<file path="src/rtl/seven_seg_scan_decoder.sv">
// Receive-side decoder for a 4-digit multiplexed active-low 7-segment scan; rebuilds the 16-bit word.
// Optional build macro SEG_SCAN_CHANGE_ONLY_EN: publish a completed frame only when its word differs from value.
module seven_seg_scan_decoder #(
  parameter int SETTLE_CYC = 2,
  parameter int CNT_W      = 4
) (
  input  logic        clk,
  input  logic        rst_n,
  input  logic [3:0]  an,
  input  logic [6:0]  seg,
  output logic [15:0] value,
  output logic        frame_valid,
  output logic        pattern_err,
  output logic        an_err
);

  localparam logic [CNT_W-1:0] SETTLE = CNT_W'(SETTLE_CYC);

  logic [3:0]       an_m, an_s;
  logic [6:0]       seg_m, seg_s;
  logic [CNT_W-1:0] stable_cnt;
  logic             captured;
  logic [15:0]      digits;
  logic [3:0]       seen;

  logic             same;
  logic [3:0]       sel;
  logic             one_hot;
  logic             illegal;
  logic             fire;
  logic             dec_valid;
  logic [3:0]       dec_code;
  logic             cap_ok;
  logic [3:0]       seen_nx;
  logic [15:0]      digits_nx;
  logic             frame_done;
  logic             publish;

  always_comb begin
    dec_valid = 1'b1;
    dec_code  = 4'h0;
    unique case (seg_s)
      7'h40: dec_code = 4'h0;
      7'h79: dec_code = 4'h1;
      7'h24: dec_code = 4'h2;
      7'h30: dec_code = 4'h3;
      7'h19: dec_code = 4'h4;
      7'h12: dec_code = 4'h5;
      7'h02: dec_code = 4'h6;
      7'h78: dec_code = 4'h7;
      7'h00: dec_code = 4'h8;
      7'h10: dec_code = 4'h9;
      7'h08: dec_code = 4'hA;
      7'h03: dec_code = 4'hB;
      7'h46: dec_code = 4'hC;
      7'h21: dec_code = 4'hD;
      7'h06: dec_code = 4'hE;
      7'h0E: dec_code = 4'hF;
      7'h7F: dec_code = 4'h0;
      default: dec_valid = 1'b0;
    endcase
  end

  // Compare the value about to enter the sync output with the current one, so a
  // change clears the counter on the same edge it lands in an_s/seg_s.
  assign same    = (an_m == an_s) && (seg_m == seg_s);
  assign sel     = ~an_s;
  assign one_hot = (sel != 4'h0) && ((sel & (sel - 4'd1)) == 4'h0);
  assign illegal = (sel != 4'h0) && !one_hot;
  assign fire    = (stable_cnt == SETTLE) && !captured;
  assign cap_ok  = fire && one_hot && dec_valid;
  assign seen_nx = seen | sel;

  always_comb begin
    digits_nx = digits;
    for (int i = 0; i < 4; i++) begin
      if (sel[i]) digits_nx[4*i +: 4] = dec_code;
    end
  end

  assign frame_done = cap_ok && (seen_nx == 4'hF);

`ifdef SEG_SCAN_CHANGE_ONLY_EN
  assign publish = frame_done && (digits_nx != value);
`else
  assign publish = frame_done;
`endif

  always_ff @(posedge clk or negedge rst_n) begin
    if (!rst_n) begin
      an_m  <= 4'hF;
      an_s  <= 4'hF;
      seg_m <= 7'h7F;
      seg_s <= 7'h7F;
    end else begin
      an_m  <= an;
      an_s  <= an_m;
      seg_m <= seg;
      seg_s <= seg_m;
    end
  end

  always_ff @(posedge clk or negedge rst_n) begin
    if (!rst_n) begin
      stable_cnt <= '0;
      captured   <= 1'b0;
    end else if (!same) begin
      stable_cnt <= '0;
      captured   <= 1'b0;
    end else begin
      if (stable_cnt != SETTLE) stable_cnt <= stable_cnt + 1'b1;
      if (fire) captured <= 1'b1;
    end
  end

  always_ff @(posedge clk or negedge rst_n) begin
    if (!rst_n) begin
      digits      <= '0;
      seen        <= '0;
      value       <= '0;
      frame_valid <= 1'b0;
      pattern_err <= 1'b0;
      an_err      <= 1'b0;
    end else begin
      frame_valid <= publish;
      pattern_err <= fire && one_hot && !dec_valid;
      an_err      <= fire && illegal;
      if (cap_ok) begin
        digits <= digits_nx;
        seen   <= frame_done ? 4'h0 : seen_nx;
      end
      if (publish) value <= digits_nx;
    end
  end

endmodule
</file>
<file path="config.mk">
export PLATFORM = sky130hd
export DESIGN_NAME = seven_seg_scan_decoder
export DESIGN_NICKNAME = d
export VERILOG_FILES = /design/src/rtl/seven_seg_scan_decoder.sv
export SDC_FILE = /design/constraint.sdc
export NUM_CORES = 1
export LEC_CHECK = 0
export ABC_AREA = 1
export CAP_MARGIN = 0
export CORE_AREA = 2 2 99 101
export CTS_BUF_LIST = sky130_fd_sc_hd__clkbuf_4
export DETAILED_ROUTE_END_ITERATION = 8
export DIE_AREA = 0 0 101 103
export PLACE_DENSITY = 0.53
export SYNTH_ARGS = -nofsm -noshare
export SYNTH_HDL_FRONTEND = slang
export SYNTH_SLANG_ARGS = --single-unit
</file>
<file path="constraint.sdc">
create_clock -name clk -period 4.6 [get_ports clk]
set_input_delay 1.38 -clock clk [delete_from_list [all_inputs] [get_ports clk]]
set_output_delay 1.38 -clock clk [all_outputs]
set_load 0.03 [all_outputs]
</file>
# Word level (Yosys, flattened, before mapping)
# Index checks and enable logic that the tools add are counted.
# classes
n_eq_ne	23
mux	11
add_sub_neg	2
n_reduce_logical	16
n_bitwise	3
# ops
operator	n
4-bit one-hot mux with 15 select lines	1
7-bit equality test (second input constant)	5
4-bit 2-to-1 mux	7
7-bit by 5-bit equality test with 1-bit output (second input constant)	3
7-bit by 6-bit equality test with 1-bit output (second input constant)	3
17-bit OR reduction	1
7-bit by 2-bit equality test with 1-bit output (second input constant)	2
7-bit by 4-bit equality test with 1-bit output (second input constant)	2
1-bit logical AND	9
7-bit by 3-bit equality test with 1-bit output (second input constant)	1
7-bit equality test	1
7-bit zero test	1
4-bit by 1-bit adder with 4-bit output (second input constant)	1
4-bit bitwise AND	1
4-bit by 2-bit equality test with 1-bit output (second input constant)	1
4-bit equality test	1
4-bit equality test (second input constant)	1
4-bit zero test	1
2-bit by 1-bit inequality test with 1-bit output (second input constant)	2
4-bit by 2-bit inequality test with 1-bit output (second input constant)	1
4-bit inverter	1
4-bit bitwise OR	1
4-bit nonzero test	1
4-bit by 1-bit subtractor with 4-bit output (second input constant)	1
2 further kinds	6
# word_totals
word_cells	67
ff_bits	66
input_bits	13

# Depth between registers and ports, before layout
# Gate-level depths: netlist (run 1).
# logic_depth
ltp_word	9
mapped_depth	14
ltp_nobuf	12

# Worst setup path after synthesis (run 1)
# Ideal clock, no wire load.
# synth_path
path_kind	reg-to-output
from	reg value[0]
to	out value[0]
path_stages_with_launch	1
t_arrival_ns	0.482
path_buffers	0
path_slack_ns	2.738
path_cell_list	dfrtp_1
# synth_lines
element	line	source
start, declared	11	output logic [15:0] value,
start signal, assigned	132	if (publish) value <= digits_nx;
# No word-level cell between the ends.

# Final worst setup path (run 1)
# layout_path
from	reg value[15]
to	out value[15]
# No word-level cell between the ends.

==> flow_summary.yaml, run 1 <==
worst_hold_path:
  min_path_cells: 0
  min_path_type: "flip-flop to flip-flop"
worst_setup_path:
  critical-path-slowest-cell: "clkdlybuf4s50_1"
  cp.depth: 1
  critPathMaxStageDelay_ns: 0.67
  crit_chain: "clkdlybuf4s50_1"
  crit_family: "buffers and inverters"
  cp-end-kind: "output port"
  cp.required_ns: 3.22
  crit_path_start_kind: "flip-flop"
  critPathMaxFanout: 2
  critical_path_class: "flip-flop to output port"
  rrSetupSlack_ns: 2.22
  cp.buffers_inverters: 1
  worstPathArrival_ns: 1.45
  r2r_cells: 11
synthesis:
  ys_ff_latch: 66
  seq_area_frac_synth_pct: 52.1
  synth_edf_count: 0
  synth_top_area_share_pct: 34.2
  async_flop_share_pct: 100
  synth.distinct_cells: 27
  synthCells: 412
  yosysMostFrequentCell: "nand2_1"
  syn_nets: 427
  synth_area_per_cell_um2: 7.82
  yosys_warnings: 0
  synth_top_area_cell: "dfrtp_1"
  synth-main-ff-cell: "dfrtp_1"
  synth.top_cells.by_count: "nand2_1, dfrtp_1, nor2_1"
  synth_area_leaders: "dfrtp_1, nand2_1, dfstp_2"
  netlist_area_um2: 3220
clock_network:
  h-tree-depth: 3
  clk_pin_slew_worst_paths_ns: 0.12
  holdBufCountCts: 0
  clock_latency_ns: 0.40
  cts_buffers: 9
  cts_resized: 0
  clock_tree.root_cell: "clkbuf_4"
  cts.sinks: 66
  postCtsSetupRepairBufs: 0
  clockBufferDepth: 2
  cts_tree: "built"
power:
  p_leak_nw: 2.02
  power_density_nw_per_um2: 281
  ir_drop_mv: 0.137
global_routing:
  grt_antenna_before_repair: 0
  global_route.overflow_total: 0
  track_usage_pct: 14.3
  grt_pass1_vias: 2439
  grt_pass1_wl_um: 11400
  grt_max_degree: 39
drt:
  ant_nets: 0
  top_layer: "met4"
  routed_via_density: 4.48
  num_vias: 2512
  drt_pass1_iterations: 4
  wl_met3_um: 176
  drcViolationCount: 0
  wl_met1_um: 3390
  wirelength_um: 6730
  drt_iter0_drc: 129
  routed-wl-met2_um: 3010
  wl_per_cell_um: 12.0
timing:
  slew_viol_final: 0
  rsz0062_at_grt: "false"
  maxSlewHeadroom_pct: 32.9
  fin_setup_tns_ns: 0
  finClkSkew_ns: 0.0168
  hold_viol_final: 0
  min_period_ns: 2.83
  worstMarginPinSlew_ns: 0.999
  worst_hold_slack_ns: 0.377
  fmax_mhz: 353
  setup_viol: 0
  final.period_utilization_pct: 61.6
placement:
  place.gp.congestion: 0.835
  detailed_place_hpwl_um: 4720
  dp_cells: 545
  portBuffers: 31
finish:
  syn_to_final_growth_pct: 15.3
  diodes: 0
  fin_nets: 457
  fin_cells: 561
  fillers: 965
  drive_gt1_share_pct: 12.3
floorplanning:
  dieHeight_um: 103
  die_x_um: 101
  fp-row-count: 36
  ios: 32
  core_um2: 9460
  initial_core_util_pct: 34.1
  dieArea_um2: 10400
run_status:
  status: "finished clean"
job:
  cap_violations: 0
-- layout make-up --
cell class	count	area, um^2	area share (%)
Sequential cell	66	1680	45.2
Multi-Input combinational cell	305	1350	36.3
Timing Repair Buffer	32	313	8.42
Tap cell	114	143	3.84
Inverter	28	105	2.83
Clock buffer	9	67.6	1.82
Clock inverter	7	60.1	1.62
-- cells by family (layout without fill, tap and decap cells) --
group	count (synthesis)	count (layout)	synth area share, %
simple gates	287	287	37.3
fa+ha+maj	2	2	0.777
flops	66	66	52.1
xor+xnor	11	11	2.99
compound gates	5	5	0.777
buf+inv	41	76	6.02
-- worst paths after layout --
kind                          startpoint          to
min                             seg_m[4]    seg_s[4]
min in group asynchronous          rst_n   value[15]
max                            value[15]   value[15]
min reg2reg                     seg_m[4]    seg_s[4]
max reg2reg                stable_cnt[0]  digits[11]
max in group asynchronous          rst_n     an_s[2]
-- sequential cells by signal (all words and copies together), names as in the netlist --
| signal | count |
|---|---|
| value | 16 |
| seg_s | 7 |
| an_s | 4 |
| digits | 16 |
| captured | 1 |
| seen | 4 |
| frame_valid | 1 |
| an_err | 1 |
| pattern_err | 1 |
| stable_cnt | 4 |
| seg_m | 7 |
| an_m | 4 |
-- per-stage QoR --
stage	area, um^2	power, W	setup WS (ns)	utilization (%)
floorplan	3220	0.000661	2.74	-
global placement	3590	0.000694	2.10	37.9
detailed placement	3590	0.000694	2.09	37.9
CTS	3720	0.00106	1.73	39.3
global route	3720	0.00110	1.68	39.3
finish	3720	0.00104	1.77	39.3
-- placed cells by master, fill, tap and decap left out, types with 2 or more instances in the layout --
master,Yosys,routed
clkinv_1,1,3
nand2_2,2,2
nand3_1,31,31
xnor2_1,4,4
inv_1,20,20
dfrtp_1,44,44
a21oi_1,4,4
nor2_1,40,40
clkbuf_4,0,9
nand2_1,200,200
nor2_4,2,2
xor2_1,7,7
clkdlybuf4s50_1,0,30
nor3_1,4,4
ha_1,2,2
clkinv_2,0,3
nor2_2,2,2
inv_2,7,7
dfstp_2,22,22
-- power by group --
group          internal, W  switching, W
sequential        0.000598     0.0000140
clock             0.000159      0.000203
combinational    0.0000246     0.0000449
total             0.000782      0.000262
-- metal layers --
layer	up-vias	global-route usage, %
li1	1319	-
met1	1141	19.8
met2	39	21.3
met3	13	3.93
met4	0	5.51
met5	-	0
(Power assumes the default switching activity.)
==> inputs of run 2 (changes only) <==
==> constraint.sdc (replaced) <==
create_clock -name clk -period 2.8 [get_ports clk]
set_input_delay 0.84 -clock clk [delete_from_list [all_inputs] [get_ports clk]]
set_output_delay 0.84 -clock clk [all_outputs]
set_load 0.03 [all_outputs]
==> run 2 against run 1 <==
Net effect:
- via count is 2.6% higher
- sequential share of layout area is 0.35 points lower
- count of clock-buffer cells in the layout stayed put
- clock power is 75% higher
- final cell count is 0.18% higher
- clock skew is 0.0050 ns higher
- utilization is 0.30 points higher
- worst hold slack worse by 0.016 ns
- design area is 0.77% higher
- total power is 68% higher
- flip-flop and latch count stayed put
- critical path type unchanged
- critical endpoint is now value[8]
==> flow_summary.yaml, run 2 (same netlist as run 1, synthesis figures left out) <==
timing:
  final.period_utilization_pct: 82.3
  min_period_ns: 2.30
  rsz0062_at_grt: "false"
  slew_viol_final: 0
  setup_viol: 0
  maxSlewHeadroom_pct: 51.6
  fin_setup_tns_ns: 0
  finClkSkew_ns: 0.0218
  worstMarginPinSlew_ns: 0.724
  fmax_mhz: 434
  hold_viol_final: 0
worst_setup_path:
  crit_family: "buffers and inverters"
  crit_chain: "clkdlybuf4s50_1"
  critical-path-slowest-cell: "clkdlybuf4s50_1"
  cp.required_ns: 1.96
  worstPathArrival_ns: 1.46
  critPathMaxFanout: 2
  crit_path_start_kind: "flip-flop"
  critical_path_class: "flip-flop to output port"
  cp.buffers_inverters: 1
  critPathMaxStageDelay_ns: 0.68
  cp-end-kind: "output port"
floorplanning:
  die_x_um: 101
  ios: 32
  dieArea_um2: 10400
  initial_core_util_pct: 34.1
  dieHeight_um: 103
  fp-row-count: 36
  core_um2: 9460
run_status:
  status: "finished clean"
drt:
  num_vias: 2578
  drcViolationCount: 0
  drt_iter0_drc: 138
  ant_nets: 0
  drt_pass1_iterations: 5
  wirelength_um: 6890
  routed_via_density: 4.59
  wl_per_cell_um: 12.3
finish:
  fin_nets: 458
  drive_gt1_share_pct: 12.7
  syn_to_final_growth_pct: 16.2
  fillers: 986
  layout_commonest_cell: "nand2_1"
  diodes: 0
  final_cell_mix: "nand2_1, dfrtp_1, nor2_1, nand3_1, clkdlybuf4s50_1"
  reg_top3: "digits x16, value x16"
clock_network:
  clk_pin_slew_worst_paths_ns: 0.13
  cts_buffers: 9
  holdBufCountCts: 0
  h-tree-depth: 3
  clockBufferDepth: 2
  clock_tree.root_cell: "clkbuf_4"
  clock_latency_ns: 0.42
  cts_resized: 0
  postCtsSetupRepairBufs: 0
  cts_tree: "built"
  cts.sinks: 66
power:
  finalPower_w: 0.00176
  power_density_nw_per_um2: 469
  ir_drop_mv: 0.243
  p_leak_nw: 2.03
global_routing:
  grt_pass1_wl_um: 11500
  grt_antenna_before_repair: 0
  global_route.overflow_total: 0
  track_usage_pct: 14.5
  grt_max_degree: 67
  grt_pass1_vias: 2424
placement:
  portBuffers: 31
  detailed_place_hpwl_um: 4760
  place.gp.congestion: 0.818
worst_hold_path:
  min_path_type: "flip-flop to flip-flop"
job:
  cap_violations: 0
[run 2: layout make-up]
cell class | instances | area, um^2 | area share [%]
flip-flops and latches | 66 | 1680 | 44.8
multi-input cells | 305 | 1350 | 36.0
repair buffers | 33 | 333 | 8.89
well taps | 114 | 143 | 3.81
inverters | 28 | 105 | 2.81
clock inverters | 7 | 68.8 | 1.84
clock buffers | 9 | 67.6 | 1.80
[run 2: final timing paths]
kind	from	endpoint	slack, ns	cells past startpoint
worst max-delay path	value[8]	value[8]	0.50	1
worst min-delay path	an_m[0]	an_s[0]	0.36	0
worst max register to register	stable_cnt[0]	seen[2]	0.51	11
worst min register to register	an_m[0]	an_s[0]	0.36	0
max in group asynchronous	rst_n	an_m[1]	2.03	2
min in group asynchronous	rst_n	pattern_err	0.41	2
[run 2: per-layer routing]
metal  GRT usage (%)  up-vias  wire length [um]
met1            20.3     1201              3510
met2            21.9       41              3050
li1                -     1323                 -
met4            6.55        0               136
met5               0        -                 0
met3            2.71       13               194
[run 2: power by group]
part	switching, W	leakage, nW	total, W	internal (W)
sequential	0.0000238	0.846	0.00101	0.000983
combinational	0.0000743	1.11	0.000117	0.0000428
clock	0.000363	0.0699	0.000632	0.000269
[run 2: metrics by stage]
stage	cells	worst slack [ns]	instance area, um^2	hold slack (ns)	utilization [%]
after global placement	546	0.551	3610	0.362	38.1
after CTS	562	0.453	3740	0.365	39.6
after global routing	562	0.282	3740	0.376	39.6
final	562	0.496	3740	0.361	39.6
after detailed placement	546	0.520	3610	0.363	38.1
after floorplan	412	1.04	3220	0.360	-
==> inputs of run 3 (changes only) <==
==> constraint.sdc (replaced) <==
create_clock -name clk -period 2.4 [get_ports clk]
set_input_delay 0.72 -clock clk [delete_from_list [all_inputs] [get_ports clk]]
set_output_delay 0.72 -clock clk [all_outputs]
set_load 0.03 [all_outputs]
==> run 3 against run 2 <==
Net effect:
- die area unchanged
- register-to-register slack worse by 0.11 ns
- worst hold slack got worse by 0.079 ns
- total power up 15%
- critical endpoint is now value[6]
- flip-flop and latch count is the same
- non-clock buffer count rose by 1
==> flow_summary.yaml, run 3 (same netlist as run 1, synthesis figures left out) <==
finish:
  drive_gt1_share_pct: 12.7
  final_cell_mix: "nand2_1, dfrtp_1, nor2_1, nand3_1, clkdlybuf4s50_1"
  diodes: 0
  layout_commonest_cell: "nand2_1"
  fin_cells: 563
  fin_nets: 459
  fillers: 959
  reg_top3: "digits x16, value x16"
  syn_to_final_growth_pct: 16.3
worst_setup_path:
  critPathMaxStageDelay_ns: 0.67
  cp.buffers_inverters: 1
  crit_chain: "clkdlybuf4s50_1"
  cp.required_ns: 1.68
  crit_family: "buffers and inverters"
  cp-end-kind: "output port"
  critPathMaxFanout: 2
  crit_path_start_kind: "flip-flop"
  critical-path-slowest-cell: "clkdlybuf4s50_1"
  critical_path_class: "flip-flop to output port"
  worstPathArrival_ns: 1.47
clock_network:
  cts_tree: "built"
  cts_buffers: 9
  holdBufCountCts: 0
  postCtsSetupRepairBufs: 0
  clock_latency_ns: 0.41
  clock_tree.root_cell: "clkbuf_4"
  cts_resized: 0
  h-tree-depth: 3
  cts.sinks: 66
  clockBufferDepth: 2
  clk_pin_slew_worst_paths_ns: 0.12
floorplanning:
  die_x_um: 101
  core_um2: 9460
  initial_core_util_pct: 34.1
  ios: 32
  dieHeight_um: 103
  fp-row-count: 36
  dieArea_um2: 10400
timing:
  setup_viol: 0
  finClkSkew_ns: 0.0210
  fmax_mhz: 457
  final.period_utilization_pct: 91.2
  worstMarginPinSlew_ns: 0.472
  worst_hold_slack_ns: 0.282
  hold_viol_final: 0
  fin_setup_tns_ns: 0
  rsz0062_at_grt: "false"
  maxSlewHeadroom_pct: 68.6
  min_period_ns: 2.19
  slew_viol_final: 0
  final.setup.worst_slack_ns: 0.212
global_routing:
  track_usage_pct: 14.5
  grt_max_degree: 67
  grt_pass1_vias: 2417
  grt_pass1_wl_um: 11600
  global_route.overflow_total: 0
  grt_antenna_before_repair: 0
power:
  power_density_nw_per_um2: 541
  p_leak_nw: 2.04
  ir_drop_mv: 0.275
  finalPower_w: 0.00203
drt:
  num_vias: 2559
  drcViolationCount: 0
  wirelength_um: 6880
  drt_iter0_drc: 135
  routed_via_density: 4.55
  wl_per_cell_um: 12.2
  drt_pass1_iterations: 4
  ant_nets: 0
placement:
  dp_cells: 547
  place.gp.congestion: 0.841
  detailed_place_hpwl_um: 4730
  portBuffers: 31
  dp_slack_ns: 0.379
run_status:
  status: "finished clean"
worst_hold_path:
  min_path_type: "input pin to async pin"
job:
  cap_violations: 0
==> run 3: path summary, 6_finish.rpt <==
check	to	cells past startpoint	from	slack [ns]
max in group asynchronous	an_m[0]	2	rst_n	1.74
worst max register to register	seen[1]	10	stable_cnt[0]	0.40
worst max-delay path	value[6]	1	value[6]	0.21
worst min-delay path	value[1]	2	rst_n	0.28
worst min register to register	an_s[0]	0	an_m[0]	0.37
min in group clk	an_s[0]	0	an_m[0]	0.37
==> run 3: cell type report <==
cell class,count,area [um^2],area share [%]
repair buffers,34,340,9.08
clock inverters,5,47.5,1.27
well taps,114,143,3.81
multi-input cells,305,1350,36.0
flip-flops and latches,66,1680,44.8
inverters,28,105,2.81
clock buffers,11,82.6,2.20
==> run 3: through the flow <==
stage	utilization, %	instance area, um^2
6_report	39.6	3750
4_1_cts	39.6	3750
3_3_place_gp	38.2	3620
2_1_floorplan	-	3220
5_1_grt	39.6	3750
3_5_place_dp	38.2	3620
==> run 3: per-layer routing <==
| layer | track usage [%] | part of all wire (%) |
|---|---|---|
| met3 | 3.12 | 3.2 |
| met4 | 5.30 | 1.2 |
| met1 | 19.6 | 49 |
| met2 | 23.0 | 47 |
| met5 | 0 | 0 |
==> run 3: power breakdown <==
part,leakage [nW],internal [W],switching (W),total [W]
clock,0.0757,0.000332,0.000382,0.000714
combinational,1.12,0.0000500,0.0000865,0.000136
sequential,0.846,0.00115,0.0000278,0.00117
